==> config.mk <==
export PLATFORM = sky130hd
export DESIGN_NAME = miniuart_ctrl
export DESIGN_NICKNAME = d
export VERILOG_FILES = /design/src/rtl/miniuart_ctrl_pkg.sv /design/src/rtl/miniuart_ctrl_fifo.sv /design/src/rtl/miniuart_ctrl.sv
export SDC_FILE = /design/constraint.sdc
export NUM_CORES = 1
export LEC_CHECK = 0
export BUFFER_PORTS_ARGS = -buffer_cell sky130_fd_sc_hd__clkbuf_2
export CAP_MARGIN = 20
export CORE_MARGIN = 3
export CORE_UTILIZATION = 50
export CTS_CLUSTER_DIAMETER = 60
export DETAILED_ROUTE_END_ITERATION = 10
export GPL_ROUTABILITY_DRIVEN = 0
export PLACE_DENSITY = 0.71
export SYNTH_ARGS = -nofsm -noshare
export SYNTH_HDL_FRONTEND = slang
export SYNTH_SLANG_ARGS = --single-unit
==> constraint.sdc <==
create_clock -name clk -period 4.2 [get_ports clk]
set_input_delay 0.84 -clock clk [delete_from_list [all_inputs] [get_ports clk]]
set_output_delay 0.84 -clock clk [all_outputs]
set_load 0.05 [all_outputs]
==> src/rtl/miniuart_ctrl_pkg.sv <==
// MiniUART register map, LSR bit positions, 115200-baud divisors and controller FSM states.
// The RDATA state exists only when MINIUART_CTRL_RX_EN is defined.
package miniuart_ctrl_pkg;

  localparam logic [2:0] OFF_UART_DATA = 3'd0;
  localparam logic [2:0] OFF_UART_LSR  = 3'd1;
  localparam logic [2:0] OFF_UART_DIVR = 3'd2;
  localparam logic [2:0] OFF_UART_DIVT = 3'd3;

  localparam int LSR_DR   = 0;
  localparam int LSR_THRE = 5;

  // 50 MHz system clock: transmit divides per bit, receive samples at 16x.
  localparam logic [31:0] BAUD_SND_115200 = 32'd434;
  localparam logic [31:0] BAUD_RCV_115200 = 32'd27;

`ifdef MINIUART_CTRL_RX_EN
  typedef enum logic [2:0] {
    ST_INIT_DIVT = 3'd0,
    ST_INIT_DIVR = 3'd1,
    ST_IDLE      = 3'd2,
    ST_POLL      = 3'd3,
    ST_CHECK     = 3'd4,
    ST_WDATA     = 3'd5,
    ST_RDATA     = 3'd6
  } state_t;
`else
  typedef enum logic [2:0] {
    ST_INIT_DIVT = 3'd0,
    ST_INIT_DIVR = 3'd1,
    ST_IDLE      = 3'd2,
    ST_POLL      = 3'd3,
    ST_CHECK     = 3'd4,
    ST_WDATA     = 3'd5
  } state_t;
`endif

  function automatic logic [31:0] byte_word(input logic [7:0] b);
    return {24'b0, b};
  endfunction

endpackage

==> src/rtl/miniuart_ctrl_fifo.sv <==
// Byte FIFO for the MiniUART controller: occupancy counter, wrapping pointers,
// sticky drop flag when a push meets a full FIFO.
module miniuart_ctrl_fifo #(
  parameter int unsigned DEPTH = 8
) (
  input  logic       clk,
  input  logic       rst,
  input  logic       i_push,
  input  logic [7:0] i_data,
  input  logic       i_pop,
  output logic [7:0] o_head,
  output logic       o_full,
  output logic       o_empty,
  output logic       o_drop
);

  localparam int unsigned AW = (DEPTH > 1) ? $clog2(DEPTH) : 1;
  localparam int unsigned CW = $clog2(DEPTH) + 1;

  logic [7:0]    r_mem [DEPTH];
  logic [AW-1:0] r_wr_ptr;
  logic [AW-1:0] r_rd_ptr;
  logic [CW-1:0] r_count;
  logic          r_drop;

  logic w_full;
  logic w_empty;
  logic w_do_push;
  logic w_do_pop;

  assign w_full    = (r_count == CW'(DEPTH));
  assign w_empty   = (r_count == '0);
  // A push against a full FIFO is lost even if a pop frees a slot on the same edge.
  assign w_do_push = i_push && !w_full;
  assign w_do_pop  = i_pop && !w_empty;

  always_ff @(posedge clk or posedge rst) begin
    if (rst) begin
      r_wr_ptr <= '0;
      r_rd_ptr <= '0;
      r_count  <= '0;
      r_drop   <= 1'b0;
    end else begin
      if (w_do_push) r_wr_ptr <= r_wr_ptr + 1'b1;
      if (w_do_pop)  r_rd_ptr <= r_rd_ptr + 1'b1;
      case ({w_do_push, w_do_pop})
        2'b10:   r_count <= r_count + 1'b1;
        2'b01:   r_count <= r_count - 1'b1;
        default: r_count <= r_count;
      endcase
      if (i_push && w_full) r_drop <= 1'b1;
    end
  end

  always_ff @(posedge clk) begin
    if (w_do_push) r_mem[r_wr_ptr] <= i_data;
  end

  assign o_head  = r_mem[r_rd_ptr];
  assign o_full  = w_full;
  assign o_empty = w_empty;
  assign o_drop  = r_drop;

endmodule

==> src/rtl/miniuart_ctrl.sv <==
// WISHBONE bus master for MiniUART: programs DIVT/DIVR, then drains the byte FIFO one byte per LSR poll.
// Define MINIUART_CTRL_RX_EN to add rx_data/rx_valid and the RDATA receive path.
module miniuart_ctrl
  import miniuart_ctrl_pkg::*;
#(
  parameter int unsigned FIFO_DEPTH = 8,
  parameter logic [31:0] DIV_TX     = BAUD_SND_115200,
  parameter logic [31:0] DIV_RX     = BAUD_RCV_115200,
  parameter int unsigned POLL_GAP   = 4
) (
  input  logic        clk,
  input  logic        rst,
  input  logic        wr_en,
  input  logic [7:0]  wr_data,
  output logic        full,
  output logic        empty,
  output logic        drop,
  output logic        init_done,
  output logic        busy,
  output logic [2:0]  m_off,
  output logic [31:0] m_din,
  input  logic [31:0] m_dout,
  output logic        m_stb,
  output logic        m_we,
  input  logic        m_ack
`ifdef MINIUART_CTRL_RX_EN
  ,
  output logic [7:0]  rx_data,
  output logic        rx_valid
`endif
);

  localparam int unsigned GAP_W = $clog2(POLL_GAP) + 1;
  localparam logic [GAP_W-1:0] GAP_LAST = GAP_W'(POLL_GAP - 1);

  state_t           r_state;
  logic             r_stb;
  logic             r_we;
  logic [2:0]       r_off;
  logic [31:0]      r_din;
  logic [7:0]       r_lsr;
  logic [GAP_W-1:0] r_gap;
  logic             r_init_done;
`ifdef MINIUART_CTRL_RX_EN
  logic [7:0]       r_rx_data;
  logic             r_rx_valid;
`endif

  logic       w_pop;
  logic [7:0] w_head;
  logic       w_empty;
  logic       w_poll_req;
  logic       w_unused;

  miniuart_ctrl_fifo #(
    .DEPTH (FIFO_DEPTH)
  ) u_fifo (
    .clk     (clk),
    .rst     (rst),
    .i_push  (wr_en),
    .i_data  (wr_data),
    .i_pop   (w_pop),
    .o_head  (w_head),
    .o_full  (full),
    .o_empty (w_empty),
    .o_drop  (drop)
  );

  assign w_pop = (r_state == ST_WDATA) && r_stb && m_ack;

`ifdef MINIUART_CTRL_RX_EN
  assign w_poll_req = 1'b1;
`else
  assign w_poll_req = !w_empty;
`endif

  // Each bus state raises m_stb on its first cycle, so m_stb is low for at least one cycle between accesses.
  always_ff @(posedge clk or posedge rst) begin
    if (rst) begin
      r_state     <= ST_INIT_DIVT;
      r_stb       <= 1'b0;
      r_we        <= 1'b0;
      r_off       <= '0;
      r_din       <= '0;
      r_lsr       <= '0;
      r_gap       <= '0;
      r_init_done <= 1'b0;
`ifdef MINIUART_CTRL_RX_EN
      r_rx_data   <= '0;
      r_rx_valid  <= 1'b0;
`endif
    end else begin
`ifdef MINIUART_CTRL_RX_EN
      r_rx_valid <= 1'b0;
`endif
      case (r_state)
        ST_INIT_DIVT: begin
          if (!r_stb) begin
            r_stb <= 1'b1;
            r_we  <= 1'b1;
            r_off <= OFF_UART_DIVT;
            r_din <= DIV_TX;
          end else if (m_ack) begin
            r_stb   <= 1'b0;
            r_state <= ST_INIT_DIVR;
          end
        end
        ST_INIT_DIVR: begin
          if (!r_stb) begin
            r_stb <= 1'b1;
            r_we  <= 1'b1;
            r_off <= OFF_UART_DIVR;
            r_din <= DIV_RX;
          end else if (m_ack) begin
            r_stb       <= 1'b0;
            r_init_done <= 1'b1;
            r_gap       <= '0;
            r_state     <= ST_IDLE;
          end
        end
        ST_IDLE: begin
          if (r_gap != GAP_LAST) begin
            r_gap <= r_gap + 1'b1;
          end else if (w_poll_req) begin
            r_gap   <= '0;
            r_state <= ST_POLL;
          end
        end
        ST_POLL: begin
          if (!r_stb) begin
            r_stb <= 1'b1;
            r_we  <= 1'b0;
            r_off <= OFF_UART_LSR;
            r_din <= '0;
          end else if (m_ack) begin
            r_stb   <= 1'b0;
            r_lsr   <= m_dout[7:0];
            r_state <= ST_CHECK;
          end
        end
        ST_CHECK: begin
`ifdef MINIUART_CTRL_RX_EN
          if (r_lsr[LSR_DR])
            r_state <= ST_RDATA;
          else
`endif
          if (r_lsr[LSR_THRE] && !w_empty)
            r_state <= ST_WDATA;
          else
            r_state <= ST_IDLE;
        end
        ST_WDATA: begin
          if (!r_stb) begin
            r_stb <= 1'b1;
            r_we  <= 1'b1;
            r_off <= OFF_UART_DATA;
            r_din <= byte_word(w_head);
          end else if (m_ack) begin
            r_stb   <= 1'b0;
            r_state <= ST_IDLE;
          end
        end
`ifdef MINIUART_CTRL_RX_EN
        ST_RDATA: begin
          if (!r_stb) begin
            r_stb <= 1'b1;
            r_we  <= 1'b0;
            r_off <= OFF_UART_DATA;
            r_din <= '0;
          end else if (m_ack) begin
            r_stb      <= 1'b0;
            r_rx_data  <= m_dout[7:0];
            r_rx_valid <= 1'b1;
            r_state    <= ST_IDLE;
          end
        end
`endif
        default: begin
          r_stb   <= 1'b0;
          r_state <= ST_IDLE;
        end
      endcase
    end
  end

  assign w_unused  = ^{m_dout[31:8], r_lsr};

  assign empty     = w_empty;
  assign init_done = r_init_done;
  assign busy      = r_stb;
  assign m_stb     = r_stb;
  assign m_we      = r_we;
  assign m_off     = r_off;
  assign m_din     = r_din;
`ifdef MINIUART_CTRL_RX_EN
  assign rx_data   = r_rx_data;
  assign rx_valid  = r_rx_valid;
`endif

endmodule

==> impl_metrics.ini <==
[status]
outcome = completed

[critical_path]
critPathLaunchType = flop
critPathKind = reg2out
cp-end-kind = output pin
path_cells = or4_4, inv_1, clkbuf_2
crit_arrival_ns = 1.80
crit_fanout = 7
max_stage_delay_ns = 0.58
required_ns = 3.36
cpMaxStageDelayCell = or4_4

[finish]
drive_above_1_share_pct = 21.9
fin_cells = 439
area_delta_synth_final_pct = 8.40
final_common_cell = edfxtp_1
nets = 379
layout_common_cells = edfxtp_1, dfrtp_1, clkbuf_2, conb_1, mux2i_1
antenna_cells = 0

[synth]
syn_inst = 300
yosysSeqAreaShare_pct = 63.9
syn_area_um2 = 4260
ys_ff_latch = 96
dominantRegCellSynth = edfxtp_1
async_flop_share_pct = 33.3
ys_types = 54
ys_warn_count = 0
synth.avg_cell_area_um2 = 14.2
synth-edff-count = 64

[sta]
fmax_mhz = 379
fin_crit_sh_pct = 62.8
whs_ns = 0.362
slew_headroom_pct = 31.0
final-hold-violation-count = 0
fin_setup_tns_ns = 0
finalSetupViolCount = 0
rsz0062_at_grt = false
slew_viol_final = 0
worst_clock_skew_ns = 0.0124
period_needed_ns = 2.64
tightest_slew_ns = 1.04

[drt]
vias = 2388
viasPerCell = 5.44
ant_nets = 0
drt-initial-drc-count = 119
post-route-drc-count = 0
drt_first_pass_iters = 4
wl_per_cell_um = 16.8
drt-total-wl_um = 7380

[global_routing]
grt_pass1_wl_um = 12100
gr-total-overflow = 0
grt_usage_pct = 16.4
grt_start_max_net_pins = 26
grt_pass1_vias = 2293
antenna_found_initial = 0

[power]
p_leak_nw = 1.76
total_power_mw = 3.09
powerDensity_nw_per_um2 = 668
switching_share_pct = 40.0
internal_power_mw = 1.85
switching_power_mw = 1.24
p_comb_share_pct = 33.3
irDropWorstVdd_v = 0.000366
p_clk_share_pct = 18.8
seq_power_share_pct = 47.8

[die]
dieArea_um2 = 9670
initial_utilization_pct = 51.6
core_um2 = 8260
num_io_pins = 86
die_w_um = 98.3
die_h_um = 98.3
placementRows = 33

[cts]
clock_latency_ns = 0.37
htreeDepth = 3
post_cts_buffers = 0
cts-root-buf = clkbuf_8
ctsResizeCount = 0
cts_tree = yes
cts.clk_slew.worst_paths_ns = 0.10
cts.sink_count = 96
hold_buffers = 0
clockBufferDepth = 2
cts_buffers = 9

[placement]
hpwl_um = 4900
portBuffers = 30
place_inst = 422

[flow_run]
drv_cap = 0

[worst_hold_path]
hold_path_class = in2async
==> metrics by stage <==
step | worst slack [ns] | util (%) | instance area (um2)
after floorplan | 0.323 | - | 4350
after global placement | 1.54 | 53.3 | 4400
after detailed placement | 1.52 | 53.3 | 4400
after CTS | 1.55 | 55.6 | 4590
after global routing | 1.43 | 55.9 | 4620
final | 1.56 | 55.9 | 4620
==> worst paths after layout <==
kind | slack, ns | depth (start not counted) | end | startpoint
setup / recovery | 1.56 | 3 | empty | u_fifo.r_count[2]
hold / removal | 0.36 | 2 | u_fifo.r_wr_ptr[1] | rst
setup reg to reg | 1.64 | 6 | u_fifo.r_count[3] | u_fifo.r_count[2]
hold reg to reg | 0.46 | 1 | u_fifo.o_drop | u_fifo.o_drop
max in group asynchronous | 3.29 | 4 | init_done | rst
min in group clk | 0.46 | 1 | u_fifo.o_drop | u_fifo.o_drop
==> area by class of cell <==
| cell class | count | area [um2] |
|---|---|---|
| inverter | 7 | 26.3 |
| clock inverter | 7 | 65.1 |
| timing repair buffer | 36 | 215 |
| fill | 670 | 3640 |
| tap | 105 | 131 |
| multi-input combinational | 179 | 1340 |
| sequential | 96 | 2720 |
| clock buffer | 9 | 124 |
==> worst max-delay path, delay by kind of cell, from the launching register on <==
kind,cells,cell delay [ns]
simple gates,1,0.58
flops,1,0.47
buf+inv,2,0.39
==> Yosys cell counts, types with 6 or more instances <==
| cell type | count | share of area (%) |
|---|---|---|
| nor2_1 | 13 | 1.1 |
| mux4_2 | 8 | 4.2 |
| ha_1 | 6 | 1.8 |
| mux2i_1 | 16 | 3.8 |
| o21ai_0 | 7 | 0.82 |
| buf_4 | 27 | 4.8 |
| dfrtp_1 | 32 | 19 |
| a21oi_1 | 10 | 1.2 |
| nor2b_1 | 9 | 1.3 |
| nand2_1 | 13 | 1.1 |
| buf_2 | 9 | 1.1 |
| edfxtp_1 | 64 | 45 |
==> power groups by stage <==
stage / clock network (mW) / logic (mW) / registers, mW
after floorplan: 0 / 0.777 / 1.53
after global placement: 0 / 1.01 / 1.49
after detailed placement: 0 / 1.04 / 1.50
after CTS: 0.594 / 1.04 / 1.48
after global routing: 0.634 / 1.13 / 1.52
final: 0.581 / 1.03 / 1.48
==> routing by layer <==
metal | track usage, % | vias to the layer above | wire length, um
li1 | - | 1128 | -
met1 | 21.4 | 1167 | 3080
met2 | 26.4 | 82 | 3770
met3 | 5.86 | 11 | 456
met4 | 3.99 | 0 | 68
met5 | 0 | - | 0
==> logic make-up (layout without fill, tap and decap cells) <==
kind of cell / Yosys count / count (layout) / share of synthesized area, %
AO/OA/AOI/OAI: 49 / 49 / 8.25
XOR/XNOR: 9 / 9 / 1.85
adder cells (fa/ha/maj): 7 / 7 / 2.00
buffers and inverters: 48 / 59 / 7.05
flip-flops: 96 / 96 / 63.9
multiplexers: 28 / 28 / 9.13
other: 1 / 24 / 0.0880
AND/OR/NAND/NOR: 62 / 62 / 7.75
==> registers in the layout, indices dropped and copies added (netlist names) <==
| register | count |
|---|---|
| r_gap | 3 |
| m_we | 1 |
| u_fifo.r_wr_ptr | 3 |
| u_fifo.r_count | 4 |
| m_din | 9 |
| r_lsr | 1 |
| u_fifo.o_drop | 1 |
| init_done | 1 |
| busy | 1 |
| m_off | 2 |
| r_state | 3 |
| u_fifo.r_mem | 64 |
| u_fifo.r_rd_ptr | 3 |
(Power assumes the default switching activity.)
